--- src/rtl/axi_read_downsizer_pkg.sv ---
// Shared types and constants for the AXI read downsizer: the held-beat
// record, the wide/narrow width ratio and the final-sub-beat rule.
package axi_read_downsizer_pkg;

    localparam int DS_IWIDTH = 128;
    localparam int DS_OWIDTH = 32;
    localparam int DS_ID_LEN = 2;

    // Number of R sub-beats carved out of one upstream beat.
    localparam int DS_R      = DS_IWIDTH / DS_OWIDTH;
    // One spare bit so the index never wraps silently.
    localparam int DS_IDX_W  = $clog2(DS_R) + 1;

    // One upstream beat parked while its sub-beats drain onto R.
    typedef struct packed {
        logic                 valid;
        logic [DS_ID_LEN-1:0] id;
        logic [DS_IWIDTH-1:0] data;
        logic                 last;
        logic                 narrow;
    } hold_t;

    // A narrow beat ends after slice 0, a wide beat after slice R-1.
    function automatic logic is_final(input logic [DS_IDX_W-1:0] idx,
                                      input logic                narrow);
        if (narrow) begin
            return (idx == '0);
        end
        return (idx == DS_IDX_W'(DS_R - 1));
    endfunction

endpackage

--- src/rtl/axi_read_downsizer.sv ---
// Splits IWIDTH-bit upstream read beats into OWIDTH-bit AXI R transfers.
// Ids marked narrow by a prior (or same-cycle) command emit only slice 0.
//
// Handshakes: a beat moves upstream->hold when IN_valid && OUT_ready at a
// rising clk edge; an R transfer completes when OUT_rvalid && IN_rready at
// a rising clk edge. OUT_ready is combinational from IN_rready so a new
// beat can load in the same cycle the final sub-beat leaves.
//
// The widths are fixed by axi_read_downsizer_pkg; the parameters exist for
// the port declarations and must match the package constants.
module axi_read_downsizer
    import axi_read_downsizer_pkg::*;
#(
    parameter int IWIDTH = DS_IWIDTH,
    parameter int OWIDTH = DS_OWIDTH,
    parameter int ID_LEN = DS_ID_LEN
) (
    input  logic              clk,
    input  logic              rst,

    input  logic              IN_cmdValid,
    input  logic [ID_LEN-1:0] IN_cmdId,
    input  logic              IN_cmdNarrow,

    input  logic              IN_valid,
    output logic              OUT_ready,
    input  logic [ID_LEN-1:0] IN_id,
    input  logic [IWIDTH-1:0] IN_data,
    input  logic              IN_last,

    output logic              OUT_rvalid,
    input  logic              IN_rready,
    output logic [ID_LEN-1:0] OUT_rid,
    output logic [OWIDTH-1:0] OUT_rdata,
    output logic [1:0]        OUT_rresp,
    output logic              OUT_rlast,

    output logic              OUT_txnDone,
    output logic [ID_LEN-1:0] OUT_txnDoneId
);

    hold_t                 hold_q, hold_d;
    logic [DS_IDX_W-1:0]   idx_q, idx_d;
    logic [2**ID_LEN-1:0]  narrow_q, narrow_d;
    logic                  txn_done_q;
    logic [ID_LEN-1:0]     txn_done_id_q;

    logic                  final_sub;
    logic                  r_hs;
    logic                  accept;
    logic                  load_narrow;

    assign final_sub  = is_final(idx_q, hold_q.narrow);
    assign r_hs       = hold_q.valid && IN_rready;
    assign OUT_ready  = !hold_q.valid || (r_hs && final_sub);
    assign accept     = IN_valid && OUT_ready;

    // A command for the id being loaded this cycle overrides the table.
    assign load_narrow = (IN_cmdValid && (IN_cmdId == IN_id)) ? IN_cmdNarrow
                                                              : narrow_q[IN_id];

    assign OUT_rvalid    = hold_q.valid;
    assign OUT_rid       = hold_q.id;
    assign OUT_rdata     = hold_q.data[OWIDTH*int'(idx_q) +: OWIDTH];
    assign OUT_rresp     = 2'b00;
    assign OUT_rlast     = hold_q.valid && hold_q.last && final_sub;
    assign OUT_txnDone   = txn_done_q;
    assign OUT_txnDoneId = txn_done_id_q;

    // Next state: table write, sub-beat advance/retire, then beat load.
    always_comb begin
        hold_d   = hold_q;
        idx_d    = idx_q;
        narrow_d = narrow_q;

        if (IN_cmdValid) begin
            narrow_d[IN_cmdId] = IN_cmdNarrow;
        end

        if (r_hs) begin
            if (final_sub) begin
                idx_d        = '0;
                hold_d.valid = 1'b0;
            end else begin
                idx_d = idx_q + 1'b1;
            end
        end

        // A load in the retire cycle wins over clearing valid.
        if (accept) begin
            hold_d.valid  = 1'b1;
            hold_d.id     = IN_id;
            hold_d.data   = IN_data;
            hold_d.last   = IN_last;
            hold_d.narrow = load_narrow;
            idx_d         = '0;
        end
    end

    // State registers; reset drops any partially emitted beat.
    always_ff @(posedge clk) begin
        if (rst) begin
            hold_q        <= '0;
            idx_q         <= '0;
            narrow_q      <= '0;
            txn_done_q    <= 1'b0;
            txn_done_id_q <= '0;
        end else begin
            hold_q        <= hold_d;
            idx_q         <= idx_d;
            narrow_q      <= narrow_d;
            txn_done_q    <= r_hs && OUT_rlast;
            txn_done_id_q <= hold_q.id;
        end
    end

    // An upstream beat must carry a known id.
    a_in_id_known: assert property (@(posedge clk) disable iff (rst)
        IN_valid |-> !$isunknown(IN_id));

    // Rewriting the narrow flag of the id currently being emitted is a
    // sequencing error upstream.
    a_no_write_held_id: assert property (@(posedge clk) disable iff (rst)
        !(IN_cmdValid && hold_q.valid && (IN_cmdId == hold_q.id)));

endmodule

--- config.mk ---
export PLATFORM = sky130hd
export DESIGN_NAME = axi_read_downsizer
export DESIGN_NICKNAME = d
export VERILOG_FILES = /design/src/rtl/axi_read_downsizer_pkg.sv /design/src/rtl/axi_read_downsizer.sv
export SDC_FILE = /design/constraint.sdc
export NUM_CORES = 1
export LEC_CHECK = 0
export CAP_MARGIN = 20
export CORE_UTILIZATION = 40
export CTS_BUF_LIST = sky130_fd_sc_hd__clkbuf_8
export DETAILED_ROUTE_END_ITERATION = 10
export GPL_TIMING_DRIVEN = 0
export PLACE_DENSITY = 0.82
export SKIP_LAST_GASP = 1
export SYNTH_ARGS = -nofsm -noshare
export SYNTH_HDL_FRONTEND = slang
export SYNTH_SLANG_ARGS = --single-unit
--- constraint.sdc ---
create_clock -name clk -period 2.4 [get_ports clk]
set_input_delay 0.36 -clock clk [delete_from_list [all_inputs] [get_ports clk]]
set_output_delay 0.36 -clock clk [all_outputs]
set_load 0.01 [all_outputs]
==> key figures, run 1 <==
Yosys
  – Yosys cell types: 29
  – Sequential area share after synthesis: between 40 and 50%
  – Syn Inst Count: 711
  – Synthesis-stage register bit count: ~140
  – Syn Area/Cell: 8.54 µm²
  – Area of the mapped netlist: around 6000 µm²
  – Yosys Warn Count: 0

Die
  – Die height: ~130 µm
  – Initial core utilization: 41.3%
  – Die width: between 100 and 150 µm
  – Core box area: roughly 15000 µm²
  – IO Count: between 150 and 200
  – Die area: 15700 µm²
  – # rows: 44

CTS
  – TritonCTS Buffers: 17
  – Clock Path Buffers: 2
  – Hold_buf cts: 0
  – Worst-path clk slew: 80 ps
  – Clock Latency Late Sink: approximately 460 ps
  – CTS H-tree depth: 4
  – TritonCTS clock tree: yes
  – CTS sink count: ~140
  – Clk root buf: clkbuf_8

Timing
  – Max Slew Vio Count: 0
  – Slew headroom: between 50% and 60%
  – TNS Setup: -117 ps
  – Final min period: 2440 ps
  – Final-report hold violation count: 0
  – Post-route worst setup slack: -38.5 ps
  – Setup Skew: approximately 8.1 ps
  – Worst-Margin Slew: 650 ps
  – RSZ-0062 raised after global routing: yes
  – Period Utilization, post-route: 102%
  – Final Setup Violations: 5
  – Max Clk Rate: about 0.41 GHz

GRT
  – Pin count of the biggest net entering global routing: 17
  – Initial antenna violation count: 0
  – Number of global-route vias before repair: 5803
  – Global Route Usage Sum: between 20 and 30%
  – First-pass GRT wire length: 30.0 mm
  – Grt total ovfl: 0

Run status
  – Failing checks: design-rule violations, negative setup slack
  – Result of the run: finished, violations left

Route
  – Total Wirelength: 19.2 mm
  – Avg WL per Cell: between 15 and 20 µm
  – Total number of vias: between 5k and 6k
  – DRC: 12
  – Routed Antenna Nets: 0
  – Initial DRT Pass Iterations: 9
  – Post-DR vias/cell: just over 5
  – DR iter-0 viols: between 400 and 500

Power and ir drop
  – Leak: about 0.0034 µW
  – Maximum vdd drop: between 0.0003 and 0.0004 V
  – Power Density: roughly 640 nW/µm²
  – Sw power: ~1500 µW
  – Flop pwr share: ~45%
  – Total power: about 5700 µW
  – Switching part of the total: between 20% and 30%
  – Cell internal pwr: between 4000 and 5000 µW
  – Logic gate share of total power: 17.4%
  – Clk pwr share: a little under two fifths

Critical path
  – Arr. time, crit path: roughly 2100 ps
  – Peak fanout along the critical path: 6
  – CP startpoint: idx_q[0]
  – Worst endpoint required time: ~2000 ps
  – Critical R2R Launch: idx_q[0]
  – CP Capture Type: output pin
  – Path type of the worst setup path: reg -> out
  – Crit path launch type: flop

Min path
  – Worst hold start: IN_data[77]
  – Worst hold-check path type: in -> reg

Final layout
  – Most frequent cells in the layout: nand2_1 (265), clkdlybuf4s50_1 (143), dfxtp_1 (141)
  – Fraction of layout cells with a size suffix above 1: about a fifth
  – NumNets Final: roughly 1.1k
  – Final Instance Area: 8850 µm²
  – Commonest non-fill, non-tap cell in the layout: nand2_1
  – Final Util: between 60% and 70%
  – Area Overhead vs Synth: 45.7%
  – N_diodes: 0

Run
  – Maxcap violations: 0

Placement
  – Hpwl dp: about 13 mm
  – Port Buffer Count: around 180
  – Worst slack, placed: -779 ps
  – Gpl congestion: just over 0.8
  – Post-DP Area: between 8000 and 9000 µm²
==> final timing paths <==
kind                        end  slack, ps  cells past startpoint
setup / recovery  OUT_rdata[25]        -40                      6
hold / removal       hold_q[79]        440                      3
setup reg to reg     hold_q[30]        100                     11
hold reg to reg      hold_q[87]        450                      2
==> power groups by stage <==
stage	Sequential [µW]	Combinational [µW]	Clock, µW
finish	2590	990	2120
global route	2610	1070	2240
CTS	2590	959	2130
detailed placement	2640	932	0
global placement	2630	919	0
floorplan	2620	465	0
==> metal layers <==
metal  part of all wire, %  vias up  track usage [%]
li1                      -     2804                -
met1                    42     2807             31.2
met2                    49      231             42.5
met3                   6.3       34             5.13
met4                   2.0        0             10.0
met5                     0        -                0
==> cell type report <==
type | instances | area (µm²)
Fill cell | 1251 | 5850
Multi-Input combinational cell | 504 | 2960
Sequential cell | 143 | 2870
Timing Repair Buffer | 204 | 1940
Buffer | 60 | 399
Clock buffer | 18 | 248
Tap cell | 184 | 230
Clock inverter | 14 | 191
Inverter | 5 | 18.8
==> through the flow <==
step	hold slack, ps	instances
detailed placement	446	1073
global route	424	1132
global placement	439	1073
CTS	417	1122
floorplan	433	712
finish	438	1132
==> timing repair <==
item	4_1_cts	5_1_grt
cloned	1	1
buffers inserted	16	12
setup endpoints to repair	171	98
pin swaps	1	2
resized for setup	136	58
==> critical path: stages, from the launching register on <==
cell and delay [ps]:
dfxtp_2 350, buf_8 150, buf_12 130, buf_4 110
mux4_2 470, and2_1 190, clkdlybuf4s15_1 230
==> synth_stat cells <==
master      n  share of area, %
a211oi_1    2              0.25
a21o_1      1              0.12
a21oi_1   133                11
and2_1     32               3.3
and3b_1     1              0.14
buf_1       2              0.12
buf_2      21               1.7
buf_4      10               1.2
clkbuf_1   27               1.7
conb_1      1             0.062
dfxtp_1   143                47
ha_1        3              0.62
inv_1       5              0.31
mux2i_1     6              0.99
mux4_2     33                12
nand2_1   266                16
nand2b_1    1              0.10
nand3_1     2              0.16
nand3b_1    1              0.12
nor2_1      7              0.43
nor2b_1     3              0.31
nor3_1      3              0.25
nor3b_1     1              0.12
nor4_1      1              0.10
o311a_1     1              0.16
o311ai_4    1              0.43
or2_2       1              0.10
or3_1       1              0.10
xnor2_1     2              0.29
==> kinds of logic (layout without fill, tap and decap cells) <==
logic type                 count (synthesis)  after routing  share of synthesized area, %
xor gates and xnor gates                   2              2                         0.288
DFF                                      143            143                          47.1
AOI/OAI and AO/OA                        138            138                          11.9
and+or+nand+nor                          320            320                          21.7
buffers and inverters                     65            301                          5.07
other                                      1              2                        0.0617
muxes                                     39             39                          13.2
adders and majority gates                  3              3                         0.618
==> registers in the layout (all words and copies together) (netlist names) <==
name and flops:
narrow_q 4, OUT_rvalid 1, idx_q 3, OUT_txnDoneId 2, OUT_rid 2, OUT_txnDone 1
hold_q 130
Note: power is estimated with default switching activity, not from simulation.
==> run 2: changes to the inputs <==
ABC_AREA = 1   (was not set)
CAP_MARGIN = not set   (was 20)
PLACE_DENSITY = 0.8   (was 0.82)
==> key figures, run 2 <==
Run status
  – Result of the run: finished, violations left (unchanged)
  – Failing checks: negative setup slack (was design-rule violations, negative setup slack)

Yosys
  – Area of the mapped netlist: 7330 µm² (was 6070 µm²)
  – Area leader, netlist: dfxtp_1 (unchanged)
  – Count leader, synth: nor2_1 (was nand2_1)
  – Top_reg_cell synth: dfxtp_1 (unchanged)
  – Sequential area share after synthesis: 39.0% (was 47.1%)
  – Xor-xnor portion of the synthesized cell area: 0% (was 0.288%)
  – Simple-gate share of the synthesized area: 35.2% (was 21.7%)
  – Post-synthesis compound-gate area fraction: 16.0% (was 11.9%)
  – Number of synthesized flops with an enable pin: 0 (unchanged)
  – Top-area cell type share of the netlist area: 39.0% (was 47.1%)
  – Synth async-reset ratio: 0% (unchanged)
  – Syn Inst Count: 1071 (was 711)
  – Synth area leaders: dfxtp_1 (39%), nor2_1 (13%), nand3b_1 (12%), a21oi_1 (11%), nand2_1 (9.0%) (was dfxtp_1 (47%), nand2_1 (16%), mux4_2 (12%), a21oi_1 (11%), and2_1 (3.3%))
  – Largest family of logic cells by synthesized area: simple AND/OR/NAND/NOR gates (unchanged)
  – Synthesis-stage register bit count: 143 (unchanged)
  – Post-Synth Adder-Cell Area: 0.512% (was 0.618%)
  – Yosys Warn Count: 0 (unchanged)
  – Mux contribution to synthesized area: 0% (was 13.2%)
  – Leading cell types by count after synthesis: nor2_1 (259), nand2_1 (176), a21oi_1 (159) (was nand2_1 (266), dfxtp_1 (143), a21oi_1 (133))
  – Syn Area/Cell: 6.85 µm² (was 8.54 µm²)
  – Yosys cell types: 24 (was 29)

Final layout
  – Biggest regs: hold_q (130), narrow_q (4), idx_q (3) (unchanged)
  – Number of flip-flops under the largest register name: 130 (unchanged)
  – Commonest non-fill, non-tap cell in the layout: nor2_1 (was nand2_1)
  – Fillers: 1732 (was 1251)
  – Top reg by flops: hold_q (unchanged)
  – Fraction of layout cells with a size suffix above 1: 10.8% (was 19.3%)
  – Final Util: 55.2% (was 60.2%)
  – Area Overhead vs Synth: 35.2% (was 45.7%)
  – Final Instance Area: 9910 µm² (was 8850 µm²)
  – NumNets Final: 1425 (was 1077)
  – Most frequent cells in the layout: nor2_1 (259), nand2_1 (176), a21oi_1 (155) (was nand2_1 (265), clkdlybuf4s50_1 (143), dfxtp_1 (141))
  – Cell Count, Final, Fillers Out: 1525 (was 1132)
  – N_diodes: 0 (unchanged)

Route
  – Post-DR vias/cell: 5.16 (was 5.19)
  – DR iter-0 viols: 718 (was 411)
  – Total Wirelength: 23.9 mm (was 19.2 mm)
  – Routed Antenna Nets: 0 (unchanged)
  – Initial DRT Pass Iterations: 6 (was 9)
  – DRC: 0 (was 12)
  – Total number of vias: 7873 (was 5876)
  – Avg WL per Cell: 15.7 µm (was 17.0 µm)

Power and ir drop
  – Maximum vdd drop: 0.000428 V (was 0.000398 V)
  – Power Density: 608 nW/µm² (was 645 nW/µm²)
  – Sw power: 1840 µW (was 1500 µW)
  – Total power: 6030 µW (was 5710 µW)
  – Switching part of the total: 30.4% (was 26.3%)
  – Leak: 0.00423 µW (was 0.00342 µW)
  – Cell internal pwr: 4190 µW (was 4200 µW)
  – Clk pwr share: 31.9% (was 37.2%)
  – Logic gate share of total power: 23.7% (was 17.4%)
  – Flop pwr share: 44.4% (was 45.4%)

Die
  – Die area: 18900 µm² (was 15700 µm²)
  – Core box area: 18000 µm² (was 14700 µm²)
  – # rows: 49 (was 44)
  – Die height: 137 µm (was 125 µm)
  – Initial core utilization: 40.8% (was 41.3%)
  – Die width: 137 µm (was 125 µm)
  – IO Count: 181 (unchanged)

CTS
  – Clk root buf: clkbuf_8 (unchanged)
  – TritonCTS Buffers: 17 (unchanged)
  – TritonCTS clock tree: yes (unchanged)
  – Clock Latency Late Sink: 470 ps (was 460 ps)
  – Clock Path Buffers: 2 (unchanged)
  – CTS sink count: 143 (unchanged)
  – Worst-path clk slew: 80 ps (about the same)
  – CTS H-tree depth: 4 (unchanged)

Timing
  – Max Clk Rate: 0.407 GHz (was 0.410 GHz)
  – Final min period: 2450 ps (was 2440 ps)
  – Post-route worst setup slack: -54.6 ps (was -38.5 ps)
  – Slew headroom: 52.7% (was 56.7%)
  – Period Utilization, post-route: 102% (about the same)
  – Worst hold slack: 450 ps (was 438 ps)
  – Worst-Margin Slew: 710 ps (was 650 ps)
  – Final-report hold violation count: 0 (unchanged)
  – Final Setup Violations: 2 (was 5)
  – Max Slew Vio Count: 0 (unchanged)
  – Setup Skew: 6.94 ps (was 8.08 ps)
  – RSZ-0062 raised after global routing: yes (unchanged)

Critical path
  – Peak fanout along the critical path: 10 (was 6)
  – CP dominant cell by count: nor2_1
  – CP startpoint: idx_q[0] (unchanged)
  – CP max-delay cell: dfxtp_2 (was mux4_2)
  – Critical R2R Launch: idx_q[0] (unchanged)
  – Path type of the worst setup path: reg -> out (unchanged)
  – Worst endpoint required time: 2040 ps (about the same)
  – Crit path launch type: flop (unchanged)
  – Reg2Reg Setup Slack: 200 ps (was 100 ps)
  – Arr. time, crit path: 2090 ps (was 2080 ps)
  – Max incr delay on CP: 350 ps (was 470 ps)
  – Crit path cell chain: buf_8 > buf_4 > clkbuf_4 > nor2_1 > nor2_1 > o21ai_0 > a21oi_1 > dlygate4sd2_1 (was buf_8 > buf_12 > buf_4 > mux4_2 > and2_1 > clkdlybuf4s15_1)
  – CP Capture Type: output pin (unchanged)

GRT
  – Number of global-route vias before repair: 7383 (was 5803)
  – First-pass GRT wire length: 36.7 mm (was 30.0 mm)
  – Pin count of the biggest net entering global routing: 18 (was 17)
  – Initial antenna violation count: 0 (unchanged)
  – Grt total ovfl: 0 (unchanged)
  – Global Route Usage Sum: 25.8% (was 25.1%)

Placement
  – # placed instances: 1479 (was 1073)
  – Port Buffer Count: 178 (was 177)
  – Hpwl dp: 18.1 mm (was 13.5 mm)
  – Post-DP Area: 9400 µm² (was 8080 µm²)
  – Gpl congestion: 0.897 (was 0.816)

Run
  – Maxcap violations: 0 (unchanged)

Min path
  – Worst hold start: OUT_rid[0] (was IN_data[77])
  – Worst hold-check path type: reg -> reg (was in -> reg)
run 2: path summary, 6_finish.rpt:
check                     endpoint  cells past startpoint
setup / recovery     OUT_rdata[27]                      8
hold / removal    OUT_txnDoneId[0]                      2
setup reg to reg        hold_q[41]                     15
hold reg to reg   OUT_txnDoneId[0]                      2
run 2: logic make-up (layout without fill, tap and decap cells):
kind of cell,count (synthesis),in the layout
AOI/OAI and AO/OA,231,231
adders and majority gates,3,3
buffers and inverters,130,354
DFF,143,143
other,1,2
and+or+nand+nor,563,563
run 2: per-stage QoR:
step,setup WS [ps],setup TNS (ps)
finish,-54.6,-74.0
global route,-80.7,-544
CTS,-159,-213
detailed placement,-597,-2350
global placement,-571,-2030
floorplan,387,0
run 2: cell type report:
class | count | area, µm² | area share [%]
clock inverters | 14 | 144 | 1.45
well taps | 229 | 287 | 2.89
multi-input cells | 799 | 3820 | 38.6
plain buffers | 96 | 628 | 6.34
clock buffers | 18 | 248 | 2.50
inverters | 33 | 126 | 1.27
flip-flops and latches | 143 | 2870 | 28.9
repair buffers | 193 | 1790 | 18.1
run 2: timing repair:
| action | CTS | global route |
|---|---|---|
| gates resized for setup | 95 | 39 |
| hold buffers | 0 | 0 |
| pin swaps | 8 | 13 |
| buffers inserted | 3 | 12 |
| setup endpoints to repair | 112 | 75 |
| cloned | 0 | 0 |
run 2: power groups by stage:
stage               Combinational (µW)  Clock, µW  Sequential [µW]
floorplan                          826          0             2700
global placement                  1410          0             2720
detailed placement                1430          0             2730
CTS                               1400       1920             2670
global route                      1570       2030             2700
finish                            1430       1920             2680
run 2: metal layers:
layer,track usage (%),routed length (µm),up-vias
met2,42.8,10900,332
met1,33.7,10500,3605
li1,-,-,3895
met4,8.42,533,0
met5,0,0,-
met3,4.49,1970,41
run 2: worst max-delay path, delay by kind of cell (launching register included):
kind / cells / cell delay [ps]
AND/OR/NAND/NOR: 2 / 140
buffers and inverters: 4 / 780
flip-flops: 1 / 350
AO/OA/AOI/OAI: 2 / 360
==> run 3: changes to the inputs <==
CORE_MARGIN = 2   (was not set)
CTS_BUF_LIST = not set   (was sky130_fd_sc_hd__clkbuf_8)
==> key figures, run 3 (synthesized netlist as in run 2, its figures left out) <==
Run status
  – Result of the run: finished, violations left (unchanged)
  – Failing checks: negative setup slack (unchanged)

Run
  – Maxcap violations: 0 (unchanged)

Die
  – Die width: 139 µm (was 137 µm)
  – Die height: 139 µm (was 137 µm)
  – Core box area: 18000 µm² (unchanged)
  – Initial core utilization: 40.8% (unchanged)
  – Die area: 19400 µm² (was 18900 µm²)
  – # rows: 49 (unchanged)
  – IO Count: 181 (unchanged)

CTS
  – Clock Latency Late Sink: 430 ps (was 470 ps)
  – TritonCTS clock tree: yes (unchanged)
  – CTS H-tree depth: 4 (unchanged)
  – Clk root buf: clkbuf_16 (was clkbuf_8)
  – Worst-path clk slew: 60 ps (was 80 ps)
  – Hold_buf cts: 0 (unchanged)
  – CTS sink count: 143 (unchanged)
  – TritonCTS Buffers: 17 (unchanged)
  – Clock Path Buffers: 2 (unchanged)

GRT
  – Number of global-route vias before repair: 7353 (was 7383)
  – Grt total ovfl: 0 (unchanged)
  – First-pass GRT wire length: 37.5 mm (was 36.7 mm)
  – Initial antenna violation count: 0 (unchanged)
  – Pin count of the biggest net entering global routing: 20 (was 18)
  – Global Route Usage Sum: 24.5% (was 25.8%)

Critical path
  – CP max-delay cell: dfxtp_2 (unchanged)
  – Path type of the worst setup path: reg -> out (unchanged)
  – Arr. time, crit path: 2070 ps (was 2090 ps)
  – Worst endpoint required time: 2040 ps (about the same)
  – Peak fanout along the critical path: 10 (unchanged)
  – Crit path cell chain: buf_6 > inv_6 > buf_8 > buf_8 > ha_1 > nand3_2 > nand2_4 > nand2_2 > nand2_4 > buf_12 > clkdlybuf4s15_2 (was buf_8 > buf_4 > clkbuf_4 > nor2_1 > nor2_1 > o21ai_0 > a21oi_1 > dlygate4sd2_1)
  – Crit path launch type: flop (unchanged)
  – Max incr delay on CP: 330 ps (was 350 ps)
  – CP Capture Type: output pin (unchanged)
  – WP buf/inv: 6 (was 4)
  – Delay-heaviest family, CP: buffers and inverters (unchanged)

Placement
  – Port Buffer Count: 178 (unchanged)
  – Gpl congestion: 0.904 (was 0.897)
  – Hpwl dp: 18.2 mm (was 18.1 mm)

Final layout
  – NumNets Final: 1422 (was 1425)
  – Fraction of layout cells with a size suffix above 1: 10.4% (was 10.8%)
  – N_diodes: 0 (unchanged)
  – Number of flip-flops under the largest register name: 130 (unchanged)
  – Fillers: 1701 (was 1732)
  – Commonest non-fill, non-tap cell in the layout: nor2_1 (unchanged)
  – Biggest regs: hold_q (130), narrow_q (4), idx_q (3) (unchanged)
  – Area Overhead vs Synth: 38.1% (was 35.2%)
  – Most frequent cells in the layout: nor2_1 (259), nand2_1 (176), a21oi_1 (150) (was nor2_1 (259), nand2_1 (176), a21oi_1 (155))
  – Top reg by flops: hold_q (unchanged)
  – Final Util: 56.4% (was 55.2%)

Timing
  – RSZ-0062 raised after global routing: yes (unchanged)
  – Slew headroom: 47.5% (was 52.7%)
  – Post-route worst setup slack: -33.6 ps (was -54.6 ps)
  – Max Slew Vio Count: 0 (unchanged)
  – Final min period: 2430 ps (was 2450 ps)
  – TNS Setup: -33.6 ps (was -74.0 ps)
  – Period Utilization, post-route: 101% (was 102%)
  – Final-report hold violation count: 0 (unchanged)
  – Max Clk Rate: 0.411 GHz (was 0.407 GHz)
  – Final Setup Violations: 1 (was 2)
  – Worst-Margin Slew: 788 ps (was 710 ps)
  – Setup Skew: 6.83 ps (was 6.94 ps)

Route
  – Initial DRT Pass Iterations: 5 (was 6)
  – Post-DR vias/cell: 5.20 (was 5.16)
  – DR iter-0 viols: 719 (was 718)
  – Avg WL per Cell: 16.0 µm (was 15.7 µm)
  – DRC: 0 (unchanged)
  – Total Wirelength: 24.3 mm (was 23.9 mm)
  – Routed Antenna Nets: 0 (unchanged)
  – Total number of vias: 7909 (was 7873)

Min path
  – Worst hold-check path type: reg -> reg (unchanged)

Power and ir drop
  – Power Density: 665 nW/µm² (was 608 nW/µm²)
  – Leak: 0.00433 µW (was 0.00423 µW)
  – Maximum vdd drop: 0.000587 V (was 0.000428 V)
==> run 3: cell count changes in the layout (fill, tap and decap cells not counted), moves of 2 or more <==
| cell | before | now |
|---|---|---|
| clkbuf_16 | 0 | 17 |
| clkbuf_8 | 19 | 2 |
| buf_2 | 12 | 6 |
| a21oi_1 | 155 | 150 |
| a21oi_2 | 6 | 11 |
| clkinvlp_4 | 8 | 4 |
| o21ai_0 | 59 | 63 |
| buf_4 | 30 | 27 |
| dlygate4sd2_1 | 14 | 17 |
| o21ai_1 | 6 | 3 |
| clkdlybuf4s15_1 | 1 | 3 |
| clkinv_2 | 3 | 5 |
| inv_6 | 0 | 2 |
==> run 3: where the power goes <==
part | internal (µW) | switching [µW] | leakage, µW
Combinational | 684 | 759 | 0.00287
Sequential | 2580 | 103 | 0.00119
Clock | 1550 | 1060 | 0.000278
==> run 3: final timing paths <==
kind / startpoint / slack [ps] / depth (start not counted) / to
hold / removal: OUT_rid[0] / 450 / 2 / OUT_txnDoneId[0]
setup / recovery: idx_q[0] / -30 / 11 / OUT_ready
setup reg to reg: idx_q[0] / 160 / 16 / hold_q[10]
hold reg to reg: OUT_rid[0] / 450 / 2 / OUT_txnDoneId[0]
==> run 3: layout make-up <==
cell class              instances  area [µm²]  area share, %
clock inverters                14         141           1.40
well taps                     229         287           2.83
inverters                      33         129           1.27
flip-flops and latches        143        2860           28.3
plain buffers                  95         614           6.07
multi-input cells             799        3830           37.9
clock buffers                  18         439           4.34
repair buffers                191        1820           18.0
==> run 3: metal layers <==
layer	vias to the layer above	track usage, %	wire length, µm
met5	-	0	0
met4	0	7.34	514
met3	44	5.68	2190
met2	334	40.1	11100
met1	3624	32.2	10500
li1	3907	-	-
==> run 3: worst register-to-register path, stage by stage, from the launching register on <==
cell	delay [ps]
dfxtp_2	330
buf_6	130
inv_6	50
buf_8	120
buf_8	130
ha_1	210
nand3_2	80
nand2_4	70
nand2_2	80
nand2_4	80
buf_12	150
buf_4	130
buf_4	180
buf_6	160
nand3b_1	80
nand2_1	70
nor2_1	130
==> run 3: what timing repair did <==
item / in CTS / in global routing
setup buffers: 3 / 10
resized for setup: 78 / 39
pin swaps: 14 / 10
cloned: 0 / 0
endpoints found under the setup margin: 110 / 21
==> run 3: metrics by stage <==
| step | power (µW) | std cells | hold slack (ps) | setup slack (ps) | instance area [µm²] |
|---|---|---|---|---|---|
| after floorplan | 3530 | 1072 | 425 | 387 | 7340 |
| after global placement | 4130 | 1479 | 437 | -582 | 9400 |
| after detailed placement | 4160 | 1479 | 443 | -594 | 9400 |
| after CTS | 6700 | 1512 | 454 | -224 | 10000 |
| after global routing | 7010 | 1522 | 481 | -80.0 | 10100 |
| final | 6730 | 1522 | 448 | -33.6 | 10100 |
